==> config.mk <==
export PLATFORM = sky130hd
export DESIGN_NAME = rf_write_arbiter
export DESIGN_NICKNAME = d
export VERILOG_FILES = /design/src/rtl/rf_arb_pkg.sv /design/src/rtl/wb_fifo.sv /design/src/rtl/rf_write_arbiter.sv
export SDC_FILE = /design/constraint.sdc
export NUM_CORES = 1
export LEC_CHECK = 0
export ABC_AREA = 1
export BUFFER_PORTS_ARGS = -buffer_cell sky130_fd_sc_hd__buf_2
export CAP_MARGIN = 10
export CORE_AREA = 2 2 194 196
export CTS_CLUSTER_DIAMETER = 120
export DETAILED_ROUTE_END_ITERATION = 10
export DIE_AREA = 0 0 196 198
export PLACE_DENSITY = 0.39
export SYNTH_ARGS = -nofsm -noshare
export SYNTH_HDL_FRONTEND = slang
export SYNTH_HIERARCHICAL = 1
export SYNTH_SLANG_ARGS = --single-unit
==> constraint.sdc <==
create_clock -name clk -period 3.9 [get_ports clk]
set_input_delay 0.78 -clock clk [delete_from_list [all_inputs] [get_ports clk]]
set_output_delay 0.78 -clock clk [all_outputs]
set_load 0.03 [all_outputs]
==> src/rtl/rf_arb_pkg.sv <==
// rf_arb_pkg: shared types for the register-file write-port arbiter.
//   ADDRESS_WIDTH_DEFAULT / DATA_WIDTH_DEFAULT : default register index / data widths
//   wb_req_t    : one buffered writeback request {addr, data} at the default widths
//   arb_state_e : arbiter priority state
package rf_arb_pkg;

  localparam int unsigned ADDRESS_WIDTH_DEFAULT = 5;
  localparam int unsigned DATA_WIDTH_DEFAULT    = 32;

  typedef struct packed {
    logic [ADDRESS_WIDTH_DEFAULT-1:0] addr;
    logic [DATA_WIDTH_DEFAULT-1:0]    data;
  } wb_req_t;

  typedef enum logic [0:0] {
    GRANT_A,
    GRANT_B_FORCED
  } arb_state_e;

endpackage

==> src/rtl/wb_fifo.sv <==
// wb_fifo: in-order buffer of writeback requests with address lookups.
//   clk_i, rst_ni          : clock, asynchronous active-low reset
//   push_i / push_req_i    : enqueue a request (caller guarantees !full_o)
//   pop_i                  : dequeue the head (caller guarantees !empty_o)
//   full_o, empty_o, head_o: occupancy and oldest entry
//   m1/m2_addr_i, *_hit_o  : read-port lookups (address 0 never hits)
//   waw_addr_i, waw_hit_o  : lookup used for cross-requester WAW blocking
// Build option RF_ARB_BYPASS_EN adds m1_data_o / m2_data_o, the data of the youngest match.
module wb_fifo
  import rf_arb_pkg::*;
#(
  parameter int unsigned ADDRESS_WIDTH = ADDRESS_WIDTH_DEFAULT,
  parameter int unsigned DEPTH         = 2,
  parameter type         req_t         = wb_req_t
) (
  input  logic                     clk_i,
  input  logic                     rst_ni,
  input  logic                     push_i,
  input  req_t                     push_req_i,
  input  logic                     pop_i,
  output logic                     full_o,
  output logic                     empty_o,
  output req_t                     head_o,
  input  logic [ADDRESS_WIDTH-1:0] m1_addr_i,
  input  logic [ADDRESS_WIDTH-1:0] m2_addr_i,
  input  logic [ADDRESS_WIDTH-1:0] waw_addr_i,
  output logic                     m1_hit_o,
  output logic                     m2_hit_o,
`ifdef RF_ARB_BYPASS_EN
  output logic [$bits(req_t)-ADDRESS_WIDTH-1:0] m1_data_o,
  output logic [$bits(req_t)-ADDRESS_WIDTH-1:0] m2_data_o,
`endif
  output logic                     waw_hit_o
);

  localparam int unsigned PtrW = $clog2(DEPTH);

  req_t             mem_q [DEPTH];
  req_t             mem_d [DEPTH];
  logic [DEPTH-1:0] valid_q, valid_d;
  logic [PtrW-1:0]  wr_ptr_q, wr_ptr_d;
  logic [PtrW-1:0]  rd_ptr_q, rd_ptr_d;
  logic [PtrW-1:0]  idx;

  always_comb begin
    mem_d    = mem_q;
    valid_d  = valid_q;
    wr_ptr_d = wr_ptr_q;
    rd_ptr_d = rd_ptr_q;
    if (pop_i) begin
      valid_d[rd_ptr_q] = 1'b0;
      rd_ptr_d          = rd_ptr_q + PtrW'(1);
    end
    if (push_i) begin
      mem_d[wr_ptr_q]   = push_req_i;
      valid_d[wr_ptr_q] = 1'b1;
      wr_ptr_d          = wr_ptr_q + PtrW'(1);
    end
  end

  always_ff @(posedge clk_i or negedge rst_ni) begin
    if (!rst_ni) begin
      for (int i = 0; i < int'(DEPTH); i++) begin
        mem_q[i] <= '0;
      end
      valid_q  <= '0;
      wr_ptr_q <= '0;
      rd_ptr_q <= '0;
    end else begin
      mem_q    <= mem_d;
      valid_q  <= valid_d;
      wr_ptr_q <= wr_ptr_d;
      rd_ptr_q <= rd_ptr_d;
    end
  end

  // Per-slot valid bits: the write slot still occupied means full, the read slot empty means empty.
  always_comb begin
    full_o  = valid_q[wr_ptr_q];
    empty_o = !valid_q[rd_ptr_q];
    head_o  = mem_q[rd_ptr_q];
  end

  always_comb begin
    m1_hit_o  = 1'b0;
    m2_hit_o  = 1'b0;
    waw_hit_o = 1'b0;
`ifdef RF_ARB_BYPASS_EN
    m1_data_o = '0;
    m2_data_o = '0;
`endif
    idx = rd_ptr_q;
    // Walk oldest to youngest so the last hit seen is the youngest entry.
    for (int k = 0; k < int'(DEPTH); k++) begin
      idx = rd_ptr_q + PtrW'(k);
      if (valid_q[idx]) begin
        if (m1_addr_i != '0 && mem_q[idx].addr == m1_addr_i) begin
          m1_hit_o = 1'b1;
`ifdef RF_ARB_BYPASS_EN
          m1_data_o = mem_q[idx].data;
`endif
        end
        if (m2_addr_i != '0 && mem_q[idx].addr == m2_addr_i) begin
          m2_hit_o = 1'b1;
`ifdef RF_ARB_BYPASS_EN
          m2_data_o = mem_q[idx].data;
`endif
        end
        if (waw_addr_i != '0 && mem_q[idx].addr == waw_addr_i) begin
          waw_hit_o = 1'b1;
        end
      end
    end
  end

endmodule

==> src/rtl/rf_write_arbiter.sv <==
// rf_write_arbiter: shares the register file write port between the ALU writeback (A) and the
// load / multi-cycle writeback (B). Each side is buffered; A has priority unless B has waited
// STARVE_LIMIT cycles. Pending-write hazard flags are returned to decode.
//   clk, rst_n                      : clock, asynchronous active-low reset
//   a_valid/a_ready/a_addr/a_data   : requester A handshake (address 0 is accepted and dropped)
//   b_valid/b_ready/b_addr/b_data   : requester B handshake
//   we3/a3/wd3                      : register file write port (a3/wd3 are 0 when we3=0)
//   rd_addr1/rd_addr2, hazard1/2    : decode read addresses and pending-write flags
// Build option RF_ARB_BYPASS_EN adds fwd1_valid/fwd1_data and fwd2_valid/fwd2_data, carrying
// the youngest buffered data for each read address.
module rf_write_arbiter
  import rf_arb_pkg::*;
#(
  parameter int unsigned ADDRESS_WIDTH = ADDRESS_WIDTH_DEFAULT,
  parameter int unsigned DATA_WIDTH    = DATA_WIDTH_DEFAULT,
  parameter int unsigned DEPTH         = 2,
  parameter int unsigned STARVE_LIMIT  = 4
) (
  input  logic                     clk,
  input  logic                     rst_n,
  input  logic                     a_valid,
  output logic                     a_ready,
  input  logic [ADDRESS_WIDTH-1:0] a_addr,
  input  logic [DATA_WIDTH-1:0]    a_data,
  input  logic                     b_valid,
  output logic                     b_ready,
  input  logic [ADDRESS_WIDTH-1:0] b_addr,
  input  logic [DATA_WIDTH-1:0]    b_data,
  output logic                     we3,
  output logic [ADDRESS_WIDTH-1:0] a3,
  output logic [DATA_WIDTH-1:0]    wd3,
  input  logic [ADDRESS_WIDTH-1:0] rd_addr1,
  input  logic [ADDRESS_WIDTH-1:0] rd_addr2,
`ifdef RF_ARB_BYPASS_EN
  output logic                     fwd1_valid,
  output logic [DATA_WIDTH-1:0]    fwd1_data,
  output logic                     fwd2_valid,
  output logic [DATA_WIDTH-1:0]    fwd2_data,
`endif
  output logic                     hazard1,
  output logic                     hazard2
);

  typedef struct packed {
    logic [ADDRESS_WIDTH-1:0] addr;
    logic [DATA_WIDTH-1:0]    data;
  } req_t;

  // One spare count value so STARVE_LIMIT itself always fits.
  localparam int unsigned CntW = $clog2(STARVE_LIMIT + 2);

  req_t            a_req, b_req, a_head, b_head;
  logic            a_full, a_empty, b_full, b_empty;
  logic            a_push, b_push;
  logic            a_waw, b_waw;
  logic            a_m1_hit, a_m2_hit, b_m1_hit, b_m2_hit;
  logic            grant_a, grant_b;
  arb_state_e      state_q, state_d;
  logic [CntW-1:0] cnt_q, cnt_d;
`ifdef RF_ARB_BYPASS_EN
  logic [DATA_WIDTH-1:0] a_m1_data, a_m2_data, b_m1_data, b_m2_data;
`endif

  // A WAW hit against the other buffer holds the requester off until that entry drains, which
  // keeps same-register writes in order and makes at most one buffer match any address.
  always_comb begin
    a_req   = '{addr: a_addr, data: a_data};
    b_req   = '{addr: b_addr, data: b_data};
    a_ready = !a_full && !a_waw;
    b_ready = !b_full && !b_waw;
    a_push  = a_valid && a_ready && (a_addr != '0);
    b_push  = b_valid && b_ready && (b_addr != '0);
    hazard1 = a_m1_hit || b_m1_hit;
    hazard2 = a_m2_hit || b_m2_hit;
`ifdef RF_ARB_BYPASS_EN
    fwd1_valid = hazard1;
    fwd1_data  = a_m1_hit ? a_m1_data : b_m1_data;
    fwd2_valid = hazard2;
    fwd2_data  = a_m2_hit ? a_m2_data : b_m2_data;
`endif
  end

  wb_fifo #(
    .ADDRESS_WIDTH (ADDRESS_WIDTH),
    .DEPTH         (DEPTH),
    .req_t         (req_t)
  ) u_a_fifo (
    .clk_i      (clk),
    .rst_ni     (rst_n),
    .push_i     (a_push),
    .push_req_i (a_req),
    .pop_i      (grant_a),
    .full_o     (a_full),
    .empty_o    (a_empty),
    .head_o     (a_head),
    .m1_addr_i  (rd_addr1),
    .m2_addr_i  (rd_addr2),
    .waw_addr_i (b_addr),
    .m1_hit_o   (a_m1_hit),
    .m2_hit_o   (a_m2_hit),
`ifdef RF_ARB_BYPASS_EN
    .m1_data_o  (a_m1_data),
    .m2_data_o  (a_m2_data),
`endif
    .waw_hit_o  (b_waw)
  );

  wb_fifo #(
    .ADDRESS_WIDTH (ADDRESS_WIDTH),
    .DEPTH         (DEPTH),
    .req_t         (req_t)
  ) u_b_fifo (
    .clk_i      (clk),
    .rst_ni     (rst_n),
    .push_i     (b_push),
    .push_req_i (b_req),
    .pop_i      (grant_b),
    .full_o     (b_full),
    .empty_o    (b_empty),
    .head_o     (b_head),
    .m1_addr_i  (rd_addr1),
    .m2_addr_i  (rd_addr2),
    .waw_addr_i (a_addr),
    .m1_hit_o   (b_m1_hit),
    .m2_hit_o   (b_m2_hit),
`ifdef RF_ARB_BYPASS_EN
    .m1_data_o  (b_m1_data),
    .m2_data_o  (b_m2_data),
`endif
    .waw_hit_o  (a_waw)
  );

  always_ff @(posedge clk or negedge rst_n) begin
    if (!rst_n) begin
      state_q <= GRANT_A;
      cnt_q   <= '0;
    end else begin
      state_q <= state_d;
      cnt_q   <= cnt_d;
    end
  end

  // Starvation counter: counts cycles B waits while non-empty; B is forced once it saturates.
  always_comb begin
    cnt_d = cnt_q;
    if (b_empty || grant_b) begin
      cnt_d = '0;
    end else if (cnt_q != CntW'(STARVE_LIMIT)) begin
      cnt_d = cnt_q + CntW'(1);
    end
    state_d = (cnt_d == CntW'(STARVE_LIMIT)) ? GRANT_B_FORCED : GRANT_A;
  end

  always_comb begin
    grant_b = !b_empty && (a_empty || state_q == GRANT_B_FORCED);
    grant_a = !a_empty && !grant_b;
    we3     = grant_a || grant_b;
    a3      = '0;
    wd3     = '0;
    if (grant_b) begin
      a3  = b_head.addr;
      wd3 = b_head.data;
    end else if (grant_a) begin
      a3  = a_head.addr;
      wd3 = a_head.data;
    end
  end

endmodule

== After elaboration in Yosys (flattened, before gate mapping) ==
Index checks and enable logic that the tools add are counted.
Storage, ports and cells
  bits of input ports: 88
  word-level logic and storage cells: 180
  flip-flop bits (word level): 160
Cells by class
  muxes and demuxes: 73
  bitwise gates (word level): 12
  reduce and logical (&&, ||, !) cells: 42
  add/subtract/negate cells: 5
  $lt $le $gt $ge: 18
  equality and inequality tests: 14
Operators with widths (number)
  $mux 37: 14
  $bwmux 74: 2
  $demux 37 s1: 2
  $mux 32: 2
  $eq 5x5->1: 12
  $mux 1: 41
  $logic_and 1x1->1: 26
  $reduce_bool 5->1: 4
  $ge 2x2->1 const B: 6
  $lt 1x2->1 const B: 6
  $not 1->2: 6
  $mux 5: 2
  $mux 2: 4
  $logic_not 1->1: 7
  $mux 3: 2
  $logic_or 1x1->1: 5
  $add 1x1->1 const B: 4
  $and 2x2->2: 2
  $demux 1 s1: 4
  $ge 1x1->1 const B: 4
  $lt 2x1->1 const B: 2
  $not 2->2: 2
  $or 2x2->2: 2
  $add 3x1->3 const B: 1
  other kinds (2): 2

== Logic depth before layout (Yosys ltp) ==
Gate-level depths: netlist of run 1.
  depth after elaboration: 15
  mapped depth: 20
  gate-level depth less buffers: 16

== By module ==
Netlist of run 1, hierarchy kept.
Modules (own cells, without submodules)
  wb_fifo at u_a_fifo: cells an instance 591, instances 1, area each 4156.5 um^2, sequential area each 1951.9 um^2
  wb_fifo at u_b_fifo: cells an instance 593, instances 1, area each 4151.5 um^2, sequential area each 1951.9 um^2
  rf_write_arbiter: cells an instance 168, instances 1, area each 794.5 um^2, sequential area each 100.1 um^2

== Worst setup path after synthesis of run 1 ==
Ideal clock, no wire load.
  kind: input to register
  start: in b_addr[3]
  end: reg u_b_fifo/mem_q[54] (netlist name)
  buffers on the path: 2
  library setup time: 0.132 ns
  stages on the path: 16
  arrival: 2.595 ns
  slack: 1.173 ns
  cell sequence: inv_1 -> nand3_1 -> nand2_1 -> nor2_1 -> nand3_1 -> a21oi_1 -> nor2_1 -> nand2_1 -> o21bai_1 -> inv_1 -> inv_1 -> or2_1 -> buf_2 -> buf_2 -> nand2_1 -> o21ai_0
Between the ends
  cells in the longest elaborated chain, start to end: 10
  elaborated cells on any way between the ends: 13
  classes of those cells: 2 x eq/ne; 4 x mux; 7 x reduce/logical
Ends and longest elaborated chain
  start, declared: RTL line rf_write_arbiter.sv:27  | input logic [ADDRESS_WIDTH-1:0] b_addr,
  $eq 5x5->1 or $reduce_bool 5->1 (tied branches): RTL line wb_fifo.sv:109  | if (waw_addr_i != '0 && mem_q[idx].addr == waw_addr_i) begin
  $logic_and 1x1->1: RTL line wb_fifo.sv:109
  $mux 1: RTL line wb_fifo.sv:109
  $mux 1: RTL line wb_fifo.sv:96  | if (valid_q[idx]) begin
  $mux 1: RTL line wb_fifo.sv:109
  $mux 1 *: RTL line wb_fifo.sv:96
  via b_waw: RTL line rf_write_arbiter.sv:55  | logic a_waw, b_waw;
  $logic_not 1->1 *: RTL line rf_write_arbiter.sv:70  | b_ready = !b_full && !b_waw;
  $logic_and 1x1->1 *: RTL line rf_write_arbiter.sv:70
  via b_ready: RTL line rf_write_arbiter.sv:26  | output logic b_ready,
  $logic_and 1x1->1 * (2 in a row): RTL line rf_write_arbiter.sv:72  | b_push = b_valid && b_ready && (b_addr != '0);
  via b_push: RTL line rf_write_arbiter.sv:54  | logic a_push, b_push;
  end signal, assigned: RTL line wb_fifo.sv:70  | mem_q <= mem_d;
  end, declared: RTL line wb_fifo.sv:38  | req_t mem_q [DEPTH];
The timed path passes the listed nets; every way through them passes the cells marked *.
A chain may end at the register's enable or synchronous reset.

== Worst setup path after layout of run 1 ==
  start: reg u_b_fifo.rd_ptr_q
  end: out wd3[22]
Between the ends
  cells in the longest elaborated chain, start to end: 7
  elaborated cells on any way between the ends: 11
  classes of those cells: 7 x mux; 1 x bitwise; 3 x reduce/logical
Ends and longest elaborated chain
  start, declared: RTL line wb_fifo.sv:42  | logic [PtrW-1:0] rd_ptr_q, rd_ptr_d;
  start signal, assigned: RTL line wb_fifo.sv:73  | rd_ptr_q <= rd_ptr_d;
  $mux 1 (not written as such) (2 in a row): RTL line wb_fifo.sv:80  | empty_o = !valid_q[rd_ptr_q];
  $logic_and 1x1->1: RTL line rf_write_arbiter.sv:155  | grant_b = !b_empty && (a_empty || state_q == GRANT_B_FORCED);
  $logic_not 1->1: RTL line rf_write_arbiter.sv:156  | grant_a = !a_empty && !grant_b;
  $logic_and 1x1->1: RTL line rf_write_arbiter.sv:156
  $mux 32: RTL line rf_write_arbiter.sv:163  | end else if (grant_a) begin
  $mux 32 *: RTL line rf_write_arbiter.sv:160  | if (grant_b) begin
  end, declared: RTL line rf_write_arbiter.sv:31  | output logic [DATA_WIDTH-1:0] wd3,
Mark *: on every way between the ends. The rest lies on a longest branch, timed or not. The select of a mux whose other input is x is not followed.

==> run summary, run 1 <==
largest net degree at the start of global routing - 92
syn_nets - 1442
Setup crit start kind - flop
Initial Util - 24.63%
placed wire-length estimate - 22.72 mm
vias - 8592
Post-CTS Setup Inserts - 0
pre-CTS WS - 0.6484 ns
register area - 4006 µm²
vias per cell - 4.431
die width - 196 µm
clock skew - 0.01548 ns
P_sw - 0.005076 W
Num CTS Buffers - 17
die area - 38810 µm²
number of synthesized flops with an enable pin - 0
final hold slack - 0.4187 ns
final cell count without fillers - 1939
CTS tree - done
CP Capture Type - output pin
Placer Congestion - 0.8615
Arrival @ worst endpoint - 2.69 ns
Seq/Total Area, Yosys - 43.99%
Syn Area/Cell - 6.733 µm²
FF+latch count, synth - 160
wire length of the first global-routing pass - 47.62 mm
clock-pin slew on the worst setup and hold paths - 0.07 ns
maximum buffer depth of the clock tree - 2
Residual DRC - 0
final period utilization - 88.90%
number of port buffers - 129
Tmin final - 3.467 ns
Core Area - 36960 µm²
Slew @ Worst Pin - 0.8980 ns
share of cells above drive strength 1 - 14.07%
Req. time, crit path - 3.12 ns
drt first pass iters - 5
top cell type by total area after synthesis - dfrtp_1
status - completed
Hold Vio Cnt, Final - 0
Worst Path Max Fanout - 39
pwr dens - 932.7 nW/µm²
Slew Viols, Final - 0
Met3 Routed Length - 1.702 mm
GRT overflow - 0
Sink Count - 160
Post-CTS Hold Fix Bufs - 0
Synth area leaders - dfrtp_1 (44%), nand2_1 (26%), o21ai_0 (8.1%), inv_1 (5.7%), nand3_1 (5.1%)
routed len/inst - 16.01 µm
post-cts resize count - 0
Comb power frac - 53.3%
critical path class - flop to output pin
worst vdd ir - 0.0004708 V
FP Rows - 71
Iteration-0 DRC Markers - 663
Die Y - 198 µm
Leakage - 6.027 nW
Netlist cell types - 29
sequential share of power - 29.7%
worst-case reg-to-reg path depth - 17
Clk Latency, worst-skew pair - 0.43 ns
HP Class - input pin to async pin
M1 WL - 14.20 mm
I/O pin cnt - 130
Layout area overhead - 18.12%
sw frac - 50.62%
asr flop ratio synth - 100.0%
Clock Tree Root - clkbuf_16
fill count - 4220
top cell type's share of synthesized area - 43.99%
ANT nets after route - 0
Post-synth top flop - dfrtp_1
Clk pwr share - 17.0%
Slew HR - 40.13%
Post-Synthesis Cells - 1352
routed wire length - 31.05 mm
Syn. warnings - 6
CTS H-tree depth - 4
internal power - 0.004952 W
cell area after synthesis - 9102 µm²
cell count after placement - 1906
worst setup margin - 0.4327 ns
Max-Cap Viols - 0
antenna violations before repair - 2
Setup violations, final - 0
Total Routing Usage GR - 16.08%
setup_tns - 0 ns
fin nets - 1541
Commonest cells post-synth - nand2_1 (638), dfrtp_1 (160), o21ai_0 (147), inv_1 (139), nand3_1 (92)
Max Used Layer - met5
RSZ-0062 raised after global routing - false
most common cell in the netlist - nand2_1
max frequency - 0.2884 GHz
area taken by multi-input logic gates - 4199 µm²
vias in the first global route - 8197
met2 WL post-DR - 14.62 mm
==> per-stage QoR <==
| step | area [µm²] | utilization (%) | total power (W) |
|---|---|---|---|
| 2_1_floorplan | 9102 | - | 0.006800 |
| 3_3_place_gp | 10150 | 27.48 | 0.008428 |
| 3_5_place_dp | 10150 | 27.48 | 0.008429 |
| 4_1_cts | 10750 | 29.09 | 0.01018 |
| 5_1_grt | 10750 | 29.09 | 0.01096 |
| 6_report | 10750 | 29.09 | 0.01003 |
==> sequential cells by signal, indices dropped and copies added, names as in the netlist <==
register	count
u_b_fifo/rd_ptr_q	1
u_b_fifo/valid_q	2
cnt_q	3
u_b_fifo/mem_q	74
u_a_fifo/valid_q	2
u_a_fifo/rd_ptr_q	1
u_a_fifo/wr_ptr_q	1
u_a_fifo/mem_q	74
u_b_fifo/wr_ptr_q	1
state_q	1
==> cells by family after synthesis <==
group	count (synthesis)	synth area share [%]
simple gates	813	35.92
buf+inv	205	10.02
compound gates	170	9.608
flops	160	43.99
xor+xnor	2	0.1925
fa+ha+maj	2	0.2749
==> layout make-up <==
class	instances	share of cell area (%)
clock buffers	19	4.120
diodes	1	0.02327
inverters	143	5.062
multi-input cells	987	39.05
repair buffers	142	7.553
well taps	474	5.516
clock inverters	13	1.408
flip-flops and latches	160	37.26
==> placed cells by master (no fill, tap or decap), drive strengths merged <==
cell      instances
nand3b            2
o21bai            2
clkinv            3
xor2              2
a21oi            12
inv             147
or2               4
bufinv            2
ha                2
clkbuf           19
buf             142
dfrtp           160
nor2             51
nand2           656
clkinvlp          4
nand3            92
diode             1
o21ai           156
nor3              8
==> worst max-delay path: stages (launching register included) <==
cell and delay [ns]:
dfrtp_2 0.64, o21ai_1 0.25, inv_1 0.20, inv_2 0.07, a21oi_4 0.10, buf_4 0.44
nand2_1 0.23, nand2_1 0.11, buf_2 0.20
==> worst paths after layout <==
kind,startpoint,end,slack (ns)
worst max-delay path,u_b_fifo/rd_ptr_q,wd3[22],0.43
worst min-delay path,rst_n,u_a_fifo/mem_q[10],0.42
worst max register to register,u_b_fifo/rd_ptr_q,u_a_fifo/mem_q[62],0.66
worst min register to register,u_a_fifo/mem_q[24],u_a_fifo/mem_q[24],0.48
max in group asynchronous,rst_n,u_b_fifo/mem_q[1],2.62
min in group clk,u_a_fifo/mem_q[24],u_a_fifo/mem_q[24],0.48
==> power by group through the flow <==
| stage | Clock, W | Combinational [W] | Sequential (W) |
|---|---|---|---|
| after floorplan | 0 | 0.00400 | 0.00280 |
| after global placement | 0 | 0.00543 | 0.00300 |
| after detailed placement | 0 | 0.00543 | 0.00300 |
| after CTS | 0.00176 | 0.00544 | 0.00298 |
| after global routing | 0.00182 | 0.00604 | 0.00309 |
| final | 0.00170 | 0.00535 | 0.00298 |
==> routing by layer <==
layer | global-route usage (%) | up-vias
li1 | - | 4368
met1 | 21.38 | 3963
met2 | 26.72 | 231
met3 | 2.964 | 28
met4 | 4.574 | 2
met5 | 0 | -
No activity file was read; power rests on OpenSTA's default activity.
==> inputs of run 2 (changes only) <==
CORE_AREA = 2 2 135 137   (was 2 2 194 196)
DIE_AREA = 0 0 137 139   (was 0 0 196 198)
PLACE_DENSITY = 0.71   (was 0.39)
==> run 2 against run 1 <==
Effect of this change:
- sequential power hardly changed
- non-clock buffer count is the same
- via count rose by 1.4%
- final area fell by 2.6%
- clock power hardly changed
- global-route usage grew 11 points
- sequential share of layout area up 1.0 points
- die area is 51% lower
- core utilization up 30 points
- critical path depth grew 1
- clock-buffer cell count did not move
- critical path type unchanged
- critical endpoint is now wd3[29]
- highest routed layer is now met4
==> run summary, run 2 (synthesized netlist as in run 1, its figures left out) <==
status - completed
Clock Tree Root - clkbuf_16
setup_tns - 0 ns
Req. time, crit path - 3.12 ns
final period utilization - 88.82%
Iteration-0 DRC Markers - 852
most frequent cells in the layout - nand2_1 (636), dfrtp_1 (158), o21ai_0 (147)
Die Y - 139 µm
HP Class - input pin to async pin
Clk Latency, worst-skew pair - 0.42 ns
largest net degree at the start of global routing - 91
routed len/inst - 15.01 µm
CTS tree - done
placed wire-length estimate - 17.64 mm
Setup crit start kind - flop
Arrival @ worst endpoint - 2.68 ns
drt first pass iters - 7
worst setup margin - 0.4360 ns
fin nets - 1541
critical path class - flop to output pin
RSZ-0062 raised after global routing - false
pwr dens - 945.7 nW/µm²
Layout area overhead - 15.00%
vias - 8713
clock skew - 0.008384 ns
area taken by multi-input logic gates - 4199 µm²
post-cts resize count - 0
commonest non-fill, non-tap cell in the layout - nand2_1
Slew @ Worst Pin - 0.8149 ns
Total Routing Usage GR - 27.54%
die area - 19040 µm²
final hold slack - 0.4294 ns
Slew Viols, Final - 0
vias in the first global route - 8173
Max-Cap Viols - 0
diode count - 0
vias per cell - 5.146
Critical R2R Launch - u_a_fifo/rd_ptr_q
die width - 137 µm
FP Rows - 49
fill count - 1735
Hold Vio Cnt, Final - 0
maximum buffer depth of the clock tree - 2
crit path cell chain - o21ai_1 > inv_1 > inv_2 > nand2_1 > inv_2 > buf_12 > nand2_1 > nand2_1 > buf_2
Final Power - 0.009899 W
clock-pin slew on the worst setup and hold paths - 0.06 ns
Core Area - 17660 µm²
top flop regs - u_a_fifo/mem_q (74), u_b_fifo/mem_q (74), cnt_q (3)
Slew HR - 45.68%
CP Capture Type - output pin
crit path launch - u_b_fifo/rd_ptr_q
Placer Congestion - 0.9213
Post-CTS Hold Fix Bufs - 0
CP most frequent cell - nand2_1
number of port buffers - 129
I/O pin cnt - 130
Residual DRC - 0
routed wire length - 25.42 mm
max frequency - 0.2887 GHz
Sink Count - 160
worst vdd ir - 0.0008032 V
Post-CTS Setup Inserts - 0
Setup violations, final - 0
Worst Path Max Fanout - 39
Max stage delay on crit path - 0.60 ns
GRT overflow - 0
critical path's slowest cell - dfrtp_2
register area - 4006 µm²
pre-CTS WS - 0.6245 ns
Initial Util - 51.55%
antenna violations before repair - 0
ANT nets after route - 0
CTS H-tree depth - 4
wire length of the first global-routing pass - 41.15 mm
share of cells above drive strength 1 - 14.07%
Leakage - 6.036 nW
Tmin final - 3.464 ns
Num CTS Buffers - 17
-- run 2: worst max-delay path: cells and delay by family, from the launching register on --
family,cells,cell delay (ns)
buffers and inverters,5,0.84
and+or+nand+nor,3,0.27
DFF,1,0.60
AOI/OAI and AO/OA,1,0.53
-- run 2: through the flow --
step                      util, %  instances  cell area (µm²)
final                       59.28       1693            10470
after global placement      55.85       1661             9861
after floorplan                 -       1352             9102
after global routing        59.28       1693            10470
after detailed placement    55.85       1661             9861
after CTS                   59.28       1693            10470
-- run 2: final cells by class --
type	instances	share of cell area (%)
multi-input combinational	987	40.11
sequential	160	38.27
clock buffer	19	4.231
timing repair buffer	142	7.877
clock inverter	13	1.566
inverter	143	5.200
tap	229	2.737
-- run 2: layer usage --
layer	vias up	track usage (%)	share of wire [%]
met4	0	10.85	2.9
met1	3967	36.01	43
li1	4366	-	-
met5	-	0	0
met3	53	4.349	6.7
met2	327	45.61	48
-- run 2: final timing paths --
path | cells past startpoint | slack [ns] | end
worst max-delay path | 9 | 0.44 | wd3[29]
worst max register to register | 16 | 0.59 | u_b_fifo/mem_q[38]
worst min register to register | 2 | 0.48 | u_b_fifo/mem_q[3]
max in group asynchronous | 2 | 2.64 | u_a_fifo/mem_q[23]
worst min-delay path | 1 | 0.43 | u_b_fifo/mem_q[62]
min in group clk | 2 | 0.48 | u_b_fifo/mem_q[3]
-- run 2: power breakdown --
| part | internal (W) | leakage (nW) | switching, W |
|---|---|---|---|
| sequential | 0.00243 | 2.00 | 0.000558 |
| clock | 0.00102 | 0.281 | 0.000661 |
| combinational | 0.00157 | 3.76 | 0.00365 |
| total | 0.00503 | 6.04 | 0.00487 |
